`src/rtl/mc_sequencer_if.sv`:
```
// Memory handshake between the multi-cycle control FSM and the shared instruction/data memory.
// The sequencer drives request/write/address-select and the memory answers with mem_ready.
interface mc_sequencer_if;
  logic mem_req;
  logic mem_write;
  logic iord;
  logic mem_ready;

  modport master (
    output mem_req,
    output mem_write,
    output iord,
    input  mem_ready
  );

  modport slave (
    input  mem_req,
    input  mem_write,
    input  iord,
    output mem_ready
  );
endinterface

```
`src/rtl/mc_sequencer.sv`:
```
// Main control FSM for the multi-cycle MIPS datapath; memory states stretch on mem_ready.
// Optional macro MC_JUMP_EN enables the j instruction (opcode 000010); otherwise it halts as illegal.
module mc_sequencer #(
  parameter int CNT_W = 16
) (
  input  logic             clk,
  input  logic             rst_n,
  input  logic [5:0]       opcode,
  input  logic [5:0]       funct,
  mc_sequencer_if.master   mem,
  output logic             ir_write,
  output logic             pc_write,
  output logic             branch,
  output logic [1:0]       pc_src,
  output logic             alu_src_a,
  output logic [1:0]       alu_src_b,
  output logic [2:0]       alu_control,
  output logic             reg_dst,
  output logic             mem_to_reg,
  output logic             reg_write,
  output logic             halted,
  output logic [3:0]       state_o,
  output logic [CNT_W-1:0] instr_cnt
);

  typedef enum logic [3:0] {
    S_FETCH   = 4'd0,
    S_DECODE  = 4'd1,
    S_MEMADR  = 4'd2,
    S_MEMRD   = 4'd3,
    S_MEMWB   = 4'd4,
    S_MEMWR   = 4'd5,
    S_EXECUTE = 4'd6,
    S_ALUWB   = 4'd7,
    S_BRANCH  = 4'd8,
    S_ADDIEX  = 4'd9,
    S_ADDIWB  = 4'd10,
    S_JUMP    = 4'd11,
    S_HALT    = 4'd15
  } state_t;

  localparam logic [5:0] OP_RTYPE = 6'b000000;
  localparam logic [5:0] OP_LW    = 6'b100011;
  localparam logic [5:0] OP_SW    = 6'b101011;
  localparam logic [5:0] OP_BEQ   = 6'b000100;
  localparam logic [5:0] OP_ADDI  = 6'b001000;
`ifdef MC_JUMP_EN
  localparam logic [5:0] OP_J     = 6'b000010;
`endif

  localparam logic [2:0] ALU_ADD = 3'b010;
  localparam logic [2:0] ALU_SUB = 3'b110;
  localparam logic [2:0] ALU_AND = 3'b000;
  localparam logic [2:0] ALU_OR  = 3'b001;
  localparam logic [2:0] ALU_SLT = 3'b111;

  state_t           state_q, state_d;
  logic [CNT_W-1:0] cnt_q, cnt_d;

  // Raw (ungated) strobes; reset masks them at the port.
  logic req_raw, wr_raw, irw_raw, pcw_raw, br_raw, rw_raw;
  logic iord_raw;

  logic       funct_ok;
  logic [2:0] funct_alu;

  always_comb begin
    funct_ok  = 1'b1;
    funct_alu = ALU_ADD;
    case (funct)
      6'b100000: funct_alu = ALU_ADD;
      6'b100010: funct_alu = ALU_SUB;
      6'b100100: funct_alu = ALU_AND;
      6'b100101: funct_alu = ALU_OR;
      6'b101010: funct_alu = ALU_SLT;
      default: begin
        funct_ok  = 1'b0;
        funct_alu = 3'b000;
      end
    endcase
  end

  always_comb begin
    state_d     = state_q;
    req_raw     = 1'b0;
    wr_raw      = 1'b0;
    irw_raw     = 1'b0;
    pcw_raw     = 1'b0;
    br_raw      = 1'b0;
    rw_raw      = 1'b0;
    iord_raw    = 1'b0;
    pc_src      = 2'b00;
    alu_src_a   = 1'b0;
    alu_src_b   = 2'b00;
    alu_control = 3'b000;
    reg_dst     = 1'b0;
    mem_to_reg  = 1'b0;
    halted      = 1'b0;

    case (state_q)
      S_FETCH: begin
        req_raw     = 1'b1;
        alu_src_b   = 2'b01;
        alu_control = ALU_ADD;
        // IR and PC load only on the cycle the memory delivers the word.
        if (mem.mem_ready) begin
          irw_raw = 1'b1;
          pcw_raw = 1'b1;
          state_d = S_DECODE;
        end
      end
      S_DECODE: begin
        alu_src_b   = 2'b11;
        alu_control = ALU_ADD;
        case (opcode)
          OP_LW, OP_SW: state_d = S_MEMADR;
          OP_RTYPE:     state_d = S_EXECUTE;
          OP_BEQ:       state_d = S_BRANCH;
          OP_ADDI:      state_d = S_ADDIEX;
`ifdef MC_JUMP_EN
          OP_J:         state_d = S_JUMP;
`endif
          default:      state_d = S_HALT;
        endcase
      end
      S_MEMADR: begin
        alu_src_a   = 1'b1;
        alu_src_b   = 2'b10;
        alu_control = ALU_ADD;
        state_d     = (opcode == OP_LW) ? S_MEMRD : S_MEMWR;
      end
      S_MEMRD: begin
        req_raw  = 1'b1;
        iord_raw = 1'b1;
        if (mem.mem_ready) state_d = S_MEMWB;
      end
      S_MEMWB: begin
        mem_to_reg = 1'b1;
        rw_raw     = 1'b1;
        state_d    = S_FETCH;
      end
      S_MEMWR: begin
        req_raw  = 1'b1;
        wr_raw   = 1'b1;
        iord_raw = 1'b1;
        if (mem.mem_ready) state_d = S_FETCH;
      end
      S_EXECUTE: begin
        alu_src_a   = 1'b1;
        alu_control = funct_alu;
        state_d     = funct_ok ? S_ALUWB : S_HALT;
      end
      S_ALUWB: begin
        reg_dst = 1'b1;
        rw_raw  = 1'b1;
        state_d = S_FETCH;
      end
      S_BRANCH: begin
        alu_src_a   = 1'b1;
        alu_control = ALU_SUB;
        pc_src      = 2'b01;
        br_raw      = 1'b1;
        state_d     = S_FETCH;
      end
      S_ADDIEX: begin
        alu_src_a   = 1'b1;
        alu_src_b   = 2'b10;
        alu_control = ALU_ADD;
        state_d     = S_ADDIWB;
      end
      S_ADDIWB: begin
        rw_raw  = 1'b1;
        state_d = S_FETCH;
      end
`ifdef MC_JUMP_EN
      S_JUMP: begin
        pcw_raw = 1'b1;
        pc_src  = 2'b10;
        state_d = S_FETCH;
      end
`endif
      S_HALT: begin
        halted = 1'b1;
      end
      default: begin
        state_d = S_HALT;
      end
    endcase
  end

  // Retire: any entry into FETCH from another state completes an instruction.
  always_comb begin
    cnt_d = cnt_q;
    if (state_d == S_FETCH && state_q != S_FETCH) cnt_d = cnt_q + CNT_W'(1);
  end

  always_ff @(posedge clk) begin
    if (!rst_n) begin
      state_q <= S_FETCH;
      cnt_q   <= '0;
    end else begin
      state_q <= state_d;
      cnt_q   <= cnt_d;
    end
  end

  assign mem.mem_req   = rst_n & req_raw;
  assign mem.mem_write = rst_n & wr_raw;
  assign mem.iord      = iord_raw;
  assign ir_write      = rst_n & irw_raw;
  assign pc_write      = rst_n & pcw_raw;
  assign branch        = rst_n & br_raw;
  assign reg_write     = rst_n & rw_raw;
  assign state_o       = state_q;
  assign instr_cnt     = cnt_q;

  a_write_needs_req: assert property (@(posedge clk) mem.mem_write |-> mem.mem_req);
  a_halt_quiet: assert property (@(posedge clk)
    halted |-> !(mem.mem_req || ir_write || pc_write || branch || reg_write));

endmodule

```
`src/flat_wrapper.sv`:
```
// flat-port wrapper written by rule: the top's interface ports become plain ports
module mc_sequencer_flat 
#(
  parameter int CNT_W = 16
)
  (clk, rst_n, opcode, funct, ir_write, pc_write, branch, pc_src, alu_src_a, alu_src_b, alu_control, reg_dst, mem_to_reg, reg_write, halted, state_o, instr_cnt, mem_mem_req, mem_mem_write, mem_iord, mem_mem_ready);
  mc_sequencer_if mem_i ();
  input  logic clk;
  input  logic rst_n;
  input  logic [5:0] opcode;
  input  logic [5:0] funct;
  output logic ir_write;
  output logic pc_write;
  output logic branch;
  output logic [1:0] pc_src;
  output logic alu_src_a;
  output logic [1:0] alu_src_b;
  output logic [2:0] alu_control;
  output logic reg_dst;
  output logic mem_to_reg;
  output logic reg_write;
  output logic halted;
  output logic [3:0] state_o;
  output logic [CNT_W-1:0] instr_cnt;
  output wire logic [$bits(mem_i.mem_req)-1:0] mem_mem_req;
  output wire logic [$bits(mem_i.mem_write)-1:0] mem_mem_write;
  output wire logic [$bits(mem_i.iord)-1:0] mem_iord;
  input wire logic [$bits(mem_i.mem_ready)-1:0] mem_mem_ready;
  assign mem_mem_req = mem_i.mem_req;
  assign mem_mem_write = mem_i.mem_write;
  assign mem_iord = mem_i.iord;
  assign mem_i.mem_ready = mem_mem_ready;
  mc_sequencer #(.CNT_W(CNT_W)) u_core (.clk(clk), .rst_n(rst_n), .opcode(opcode), .funct(funct), .mem(mem_i), .ir_write(ir_write), .pc_write(pc_write), .branch(branch), .pc_src(pc_src), .alu_src_a(alu_src_a), .alu_src_b(alu_src_b), .alu_control(alu_control), .reg_dst(reg_dst), .mem_to_reg(mem_to_reg), .reg_write(reg_write), .halted(halted), .state_o(state_o), .instr_cnt(instr_cnt));
endmodule
```
`config.mk`:
```
export PLATFORM = sky130hd
export DESIGN_NAME = mc_sequencer_flat
export DESIGN_NICKNAME = d
export VERILOG_FILES = /design/src/rtl/mc_sequencer_if.sv /design/src/rtl/mc_sequencer.sv /design/src/flat_wrapper.sv
export SDC_FILE = /design/constraint.sdc
export NUM_CORES = 1
export LEC_CHECK = 0
export CAP_MARGIN = 40
export CORE_MARGIN = 4
export CORE_UTILIZATION = 49
export DETAILED_ROUTE_END_ITERATION = 10
export GPL_TIMING_DRIVEN = 0
export HOLD_SLACK_MARGIN = 0.15
export PLACE_DENSITY = 0.95
export SKIP_CTS_REPAIR_TIMING = 1
export SLEW_MARGIN = 20
export SYNTH_ARGS = -nofsm -noshare
export SYNTH_HDL_FRONTEND = slang
export SYNTH_SLANG_ARGS = --single-unit
```
`constraint.sdc`:
```
create_clock -name clk -period 5.3 [get_ports clk]
set_input_delay 1.59 -clock clk [delete_from_list [all_inputs] [get_ports clk]]
set_output_delay 1.59 -clock clk [all_outputs]
set_load 0.02 [all_outputs]
```
==> metrics.md <==
| Metric | Value |
|---|---|
| Outcome | completed |
| Reg area | 400 um2 |
| Die ar. | 4070 um2 |
| Initial core utilization | 53.5% |
| Net switching power figure | 0.000346 W |
| Reg2reg start | u_core.state_o[1]$_SDFF_PN0_ |
| Post-synth top area share | 26.3% |
| RSZ-0062 raised after global routing | no |
| Sequential power share | 23.2% |
| Syn_area_per_cell | 7.48 um2 |
| Internal Power | 0.000416 W |
| CP endpoint kind | output pin |
| Register-to-register setup slack | 2890 ps |
| Post-synth EDFFs | 0 |
| Setup violators final | 0 |
| Final Hold Fails | 0 |
| CTS Buffer Depth | 2 |
| Overall track demand over capacity in global routing | 19.9% |
| Ranking of synthesized cells by area | dfxtp_1 26%, a21oi_1 5.6%, nor2_1 4.7% |
| Slowest cell on crit path | clkdlybuf4s50_1 |
| Static leakage | 0.727 nW |
| Finished Cell Area | 2100 um2 |
| Mapped Nets | 220 |
| Netlist cell types | 49 |
| CP dominant cell by count | clkbuf_1 |
| Post-route DRC | 0 |
| Pwr Density | 363 nW/um2 |
| Initial antenna violation count | 0 |
| Hold Crit Class | flop to flop |
| Critical-path cell list | clkbuf_1, clkinv_1, clkbuf_1, nor2_1, clkdlybuf4s50_1 |
| Fin Setup TNS | 0 ps |
| Die H | 63.8 um |
| Drt via density | 5.90 |
| Crit path DAT | 3470 ps |
| Worst Max-Slew Pin Slew | 513 ps |
| Fin nets | 275 |
| Hold_sp | u_core.instr_cnt[15]$_SDFFE_PN0P_ |
| CP required | 3710 ps |
| WS Path Type | input port to output pin |
| Period Utilization, post-route | 95.5% |
| DR iter-0 viols | 117 |
| # diodes | 0 |
| Root Buffer Master | clkbuf_4 |
| Register bit total from synthesis | 20 |
| Slew margin rel. | 65.7% |
| Yosys warnings | 0 |
| HPWL after detailed placement | 3110 um |
| FP Rows | 19 |
| Combinational power share | 65.0% |
| Post-Route WL | 4000 um |
| Crit-path max cell delay | 610 ps |
| Post-route minimum period | 5060 ps |
| Switch share | 45.4% |
| Placer congestion estimate | 0.857 |
| Gr ovfl total | 0 |
| Total number of vias | 1,705 |
| Highest net fanout along the worst path | 10 |
| Commonest cells after routing, fill and taps aside | 50 x clkdlybuf4s50_1, 20 x dfxtp_1, 19 x nor2_1, 18 x nand2_1, 17 x a21oi_1 |
| Worst reg2reg endpoint | u_core.instr_cnt[14]$_SDFFE_PN0P_ |
| Mapped Area | 1530 um2 |
| Max Slew Vio Count | 0 |
| H-tree Lvls | 1 |
| Multi-input logic area | 1020 um2 |
| Main synth FF type | dfxtp_1 |
| First-pass GRT wire length | 6870 um |
| Core box area | 2850 um2 |
| Reg2Reg Depth | 8 |
| Reg clk slew, reported paths | 110 ps |
| Vias in the first global route | 1,547 |
| I/O pin count | 53 |
| Place WS | 245 ps |
| Cells after synthesis | 204 |
| Area delta synth->final | 37.7% |
| CTS buffer count | 3 |
| Worst Slack Setup Final | 238 ps |
| WL/cell | 13.8 um |
| # Max-Cap Violations | 0 |
| PortBufs | 50 |
| Max VDD drop | 285 uV |
| Layout cell share with drive strength beyond 1 | 6.20% |
| Max Fclk | 198 MHz |
| Register area share after synthesis | 26.3% |
| CP Launch Type | input port |
| WHS Path Cells | 2 |
| Cell taking the most area after synthesis | dfxtp_1 |
| Clock insertion delay at the later pin of the skew report | 300 ps |
| CTS Sinks | 20 |
| Clock Skews | 1.27 ps |
| Fillers | 240 |
| Antenna Nets Post-Route | 0 |
| Cell Area, Placed | 2060 um2 |
| Clock power frac | 11.7% |
| Asr flop ratio synth | 0% |
| DRT Pass-1 Iters | 4 |
| Largest net degree at the start of global routing | 12 |
| Commonest non-fill, non-tap cell in the layout | clkdlybuf4s50_1 |
| Hold Path End | u_core.instr_cnt[15]$_SDFFE_PN0P_ |
| Die width | 63.8 um |
| CTS tree | yes |
==> cell families (layout without fill, tap and decap cells) <==
kind of cell / Yosys count / count (layout) / share of synthesized area (%)
AND/OR/NAND/NOR: 98 / 98 / 36.7
AO/OA/AOI/OAI: 52 / 52 / 24.1
multiplexers: 4 / 4 / 2.63
flip-flops: 20 / 20 / 26.3
buffers and inverters: 24 / 78 / 6.97
XOR/XNOR: 4 / 4 / 2.30
adder cells (fa/ha/maj): 1 / 1 / 0.820
other: 1 / 1 / 0.246
==> through the flow <==
step	util, %	hold slack [ps]	total power, W	instances
after floorplan	-	549	0.000509	204
after global placement	72.4	465	0.000665	285
after detailed placement	72.4	476	0.000672	285
after CTS	73.6	493	0.000761	289
after global routing	73.6	532	0.000817	289
final	73.6	492	0.000762	289
==> final cells by class <==
type	instances	share of cell area (%)
flip-flops and latches	20	19.1
clock buffers	4	1.73
plain buffers	16	3.63
repair buffers	50	23.8
inverters	8	1.43
multi-input cells	160	48.5
well taps	31	1.85
==> power groups by stage <==
stage / combinational (W) / sequential, W / clock, W
floorplan: 0.000315 / 0.000193 / 0
global placement: 0.000485 / 0.000180 / 0
detailed placement: 0.000492 / 0.000180 / 0
CTS: 0.000494 / 0.000177 / 0.0000904
global route: 0.000540 / 0.000180 / 0.0000970
finish: 0.000495 / 0.000177 / 0.0000892
==> critical path: cells and delay by family <==
| family | cells | cell delay, ps |
|---|---|---|
| and+or+nand+nor | 1 | 150 |
| buffers and inverters | 4 | 1720 |
==> synthesized netlist by cell type, types with 2 or more instances <==
cell type	count
a21o_1	2
a21oi_1	17
a221oi_1	2
a31o_1	2
and2_1	3
and3_1	9
and4_1	4
buf_1	2
buf_4	4
clkbuf_1	9
dfxtp_1	20
inv_1	7
mux2i_1	4
nand2_1	18
nand2b_1	7
nand3_1	4
nand4_1	4
nand4b_1	4
nor2_1	19
nor2b_1	9
nor3_1	5
nor4_1	3
o21a_1	2
o21ai_0	7
o21ai_1	3
o221ai_1	2
o31a_1	2
o31ai_1	3
or3_1	2
or4_1	3
xnor2_1	4
==> worst max path at each step <==
stage                      from         to  slack [ps]  cells after the start
after floorplan           rst_n     branch         900                      3
after detailed placement  rst_n  reg_write         250                      5
after CTS                 rst_n  reg_write         250                      5
final                     rst_n  reg_write         240                      5
after global routing      rst_n  reg_write          80                      5
after global placement    rst_n  reg_write         280                      5
==> registers in the layout, summed over array words and instances, names as in the netlist <==
name              cells
u_core.instr_cnt     16
u_core.state_o        4
==> routing by layer <==
layer	vias to the layer above	global-route usage (%)	part of all wire [%]
met4	0	2.43	0.43
li1	852	-	-
met3	4	5.08	6.7
met5	-	0	0
met2	62	32.6	46
met1	787	27.2	47
No activity file was read; power rests on OpenSTA's default activity.
==> variant: new RTL, same flow settings <==
Add a define of `MC_JUMP_EN`.
--- a/src/rtl/mc_sequencer.sv
+++ b/src/rtl/mc_sequencer.sv
@@ -1,4 +1,6 @@
 // Main control FSM for the multi-cycle MIPS datapath; memory states stretch on mem_ready.
 // Optional macro MC_JUMP_EN enables the j instruction (opcode 000010); otherwise it halts as illegal.
+`define MC_JUMP_EN
+
 module mc_sequencer #(
   parameter int CNT_W = 16
Behaviour: not the same (Yosys sat finds a counterexample within 4 cycles, from zero or initial values and one cycle with rst_n low).
==> variant against the original RTL <==
  * Power rose by 24%
  * Synthesized cell count rose by 1.5%
  * Count of clock-buffer cells in the layout fell by 1
  * Non-clock buffer count did not move
  * Register-to-register slack got worse by 0.21 ns
  * Setup slack got worse by 0.075 ns
  * Final area rose by 4.2%
  * Maximum frequency fell by 1.5%
  * Sequential cell count did not move
  * Synthesized area rose by 2.1%
  * Sequential power rose by 9.6%
  * Routed wire length rose by 11%
  * Core utilization fell by 1.9 points
  * Critical path type unchanged
  * Largest cell class unchanged
  * Largest power group unchanged
==> variant: results (changes against the original RTL) <==
stage;metric;value;unit;change
timing;skew;0.0169;ns;was 0.00127 ns
layout;drive_gt1_frac;0.0646;;was 0.0620
route;drt-initial-drc-count;142;;was 117
grt;grt_first_pass_wirelength;7.51;mm;was 6.87 mm
placed_design;dp_hpwl;3.27;mm;was 3.11 mm
setup_path;crit_arrival;3.55;ns;was 3.47 ns
grt;grt_use_total;0.216;;was 0.199
route;met1_length;2.04;mm;was 1.89 mm
logic_synthesis;synth_cell_type_count;50;;was 49
clock_network;clock_latency;0.31;ns;
power;p_comb;0.627;mW;was 0.495 mW
route;via_per_inst;5.91;;was 5.90
grt;first_global_vias;1707;;was 1547
grt;grt_max_degree;13;;was 12
logic_synthesis;synth_top_cells_by_area;dfxtp_1 26%, mux2i_1 7.7%, nand2b_1 6.4%, nand2_1 5.5%, nor4_1 4.8%;;was dfxtp_1 26%, a21oi_1 5.6%, nor2_1 4.7%, nand2_1 4.4%, and3_1 3.7%
grt;met2_usage;0.343;;was 0.326
clock_network;clkTransAtPathRegs;0.13;ns;was 0.11 ns
grt;grt_use_met1;0.303;;was 0.272
placed_design;port-buffer-count;52;;was 50
power;clockPowerShare;0.133;;was 0.117
placed_design;place_congestion;0.850;;was 0.857
power;p_sw;0.453;mW;was 0.346 mW
power;p_leak;0.727;nW;about the same
power;total_power;0.948;mW;was 0.762 mW
timing;slew_headroom;0.557;;was 0.657
placed_design;placed_cell_area;2130;um2;was 2060 um2
power;irDropWorstVdd;301;uV;was 285 uV
status;outcome;complete, no violations;;unchanged
logic_synthesis;synth_common_cells;23 x nand2_1, 20 x dfxtp_1, 16 x nand2b_1;;was 20 x dfxtp_1, 19 x nor2_1, 18 x nand2_1, 17 x a21oi_1
layout;final_nets;280;;was 275
route;wl_met3;268;um;was 269 um
grt;grt_util_met3;0.0351;;was 0.0508
route;wl_per_cell;14.4;um;was 13.8 um
route;route.met2.wl;2.08;mm;was 1.83 mm
==> variant: area by class of cell <==
class | instances | area [um2]
clock inverter | 1 | 30.0
buffer | 14 | 60.1
multi-input combinational | 170 | 1090
timing repair buffer | 52 | 523
clock buffer | 3 | 22.5
tap | 44 | 55.1
fill | 256 | 863
sequential | 20 | 400
inverter | 3 | 11.3
==> variant: critical path, cell delays in order <==
cell             delay, ns
clkdlybuf4s50_1       0.60
clkbuf_2              0.28
inv_1                 0.17
nor4_1                0.25
clkdlybuf4s50_1       0.65
==> variant: final timing paths <==
path,from,to,slack (ns),cells past startpoint
worst max-delay path,rst_n,branch,0.16,5
worst max register to register,u_core.state_o[2]$_SDFF_PN0_,u_core.instr_cnt[14]$_SDFFE_PN0P_,2.68,9
worst min register to register,u_core.instr_cnt[15]$_SDFFE_PN0P_,u_core.instr_cnt[15]$_SDFFE_PN0P_,0.49,2
worst min-delay path,u_core.instr_cnt[15]$_SDFFE_PN0P_,u_core.instr_cnt[15]$_SDFFE_PN0P_,0.49,2
==> variant: cell families after synthesis <==
family	after synthesis	share of synthesized area
AO/OA/AOI/OAI	38	0.166
AND/OR/NAND/NOR	116	0.427
multiplexers	13	0.0868
flip-flops	20	0.257
buffers and inverters	17	0.0442
adder cells (fa/ha/maj)	1	0.00804
XOR/XNOR	2	0.0113
==> variant: metrics by stage <==
stage	util	TNS (ns)	std cells	setup WS [ns]
final	0.717	0	307	0.164
after global routing	0.717	0	307	0.0407
after CTS	0.716	-0.274	307	-0.122
after detailed placement	0.698	-0.214	303	-0.0992
after global placement	0.698	-0.193	303	-0.0926
after floorplan	-	0	207	0.615
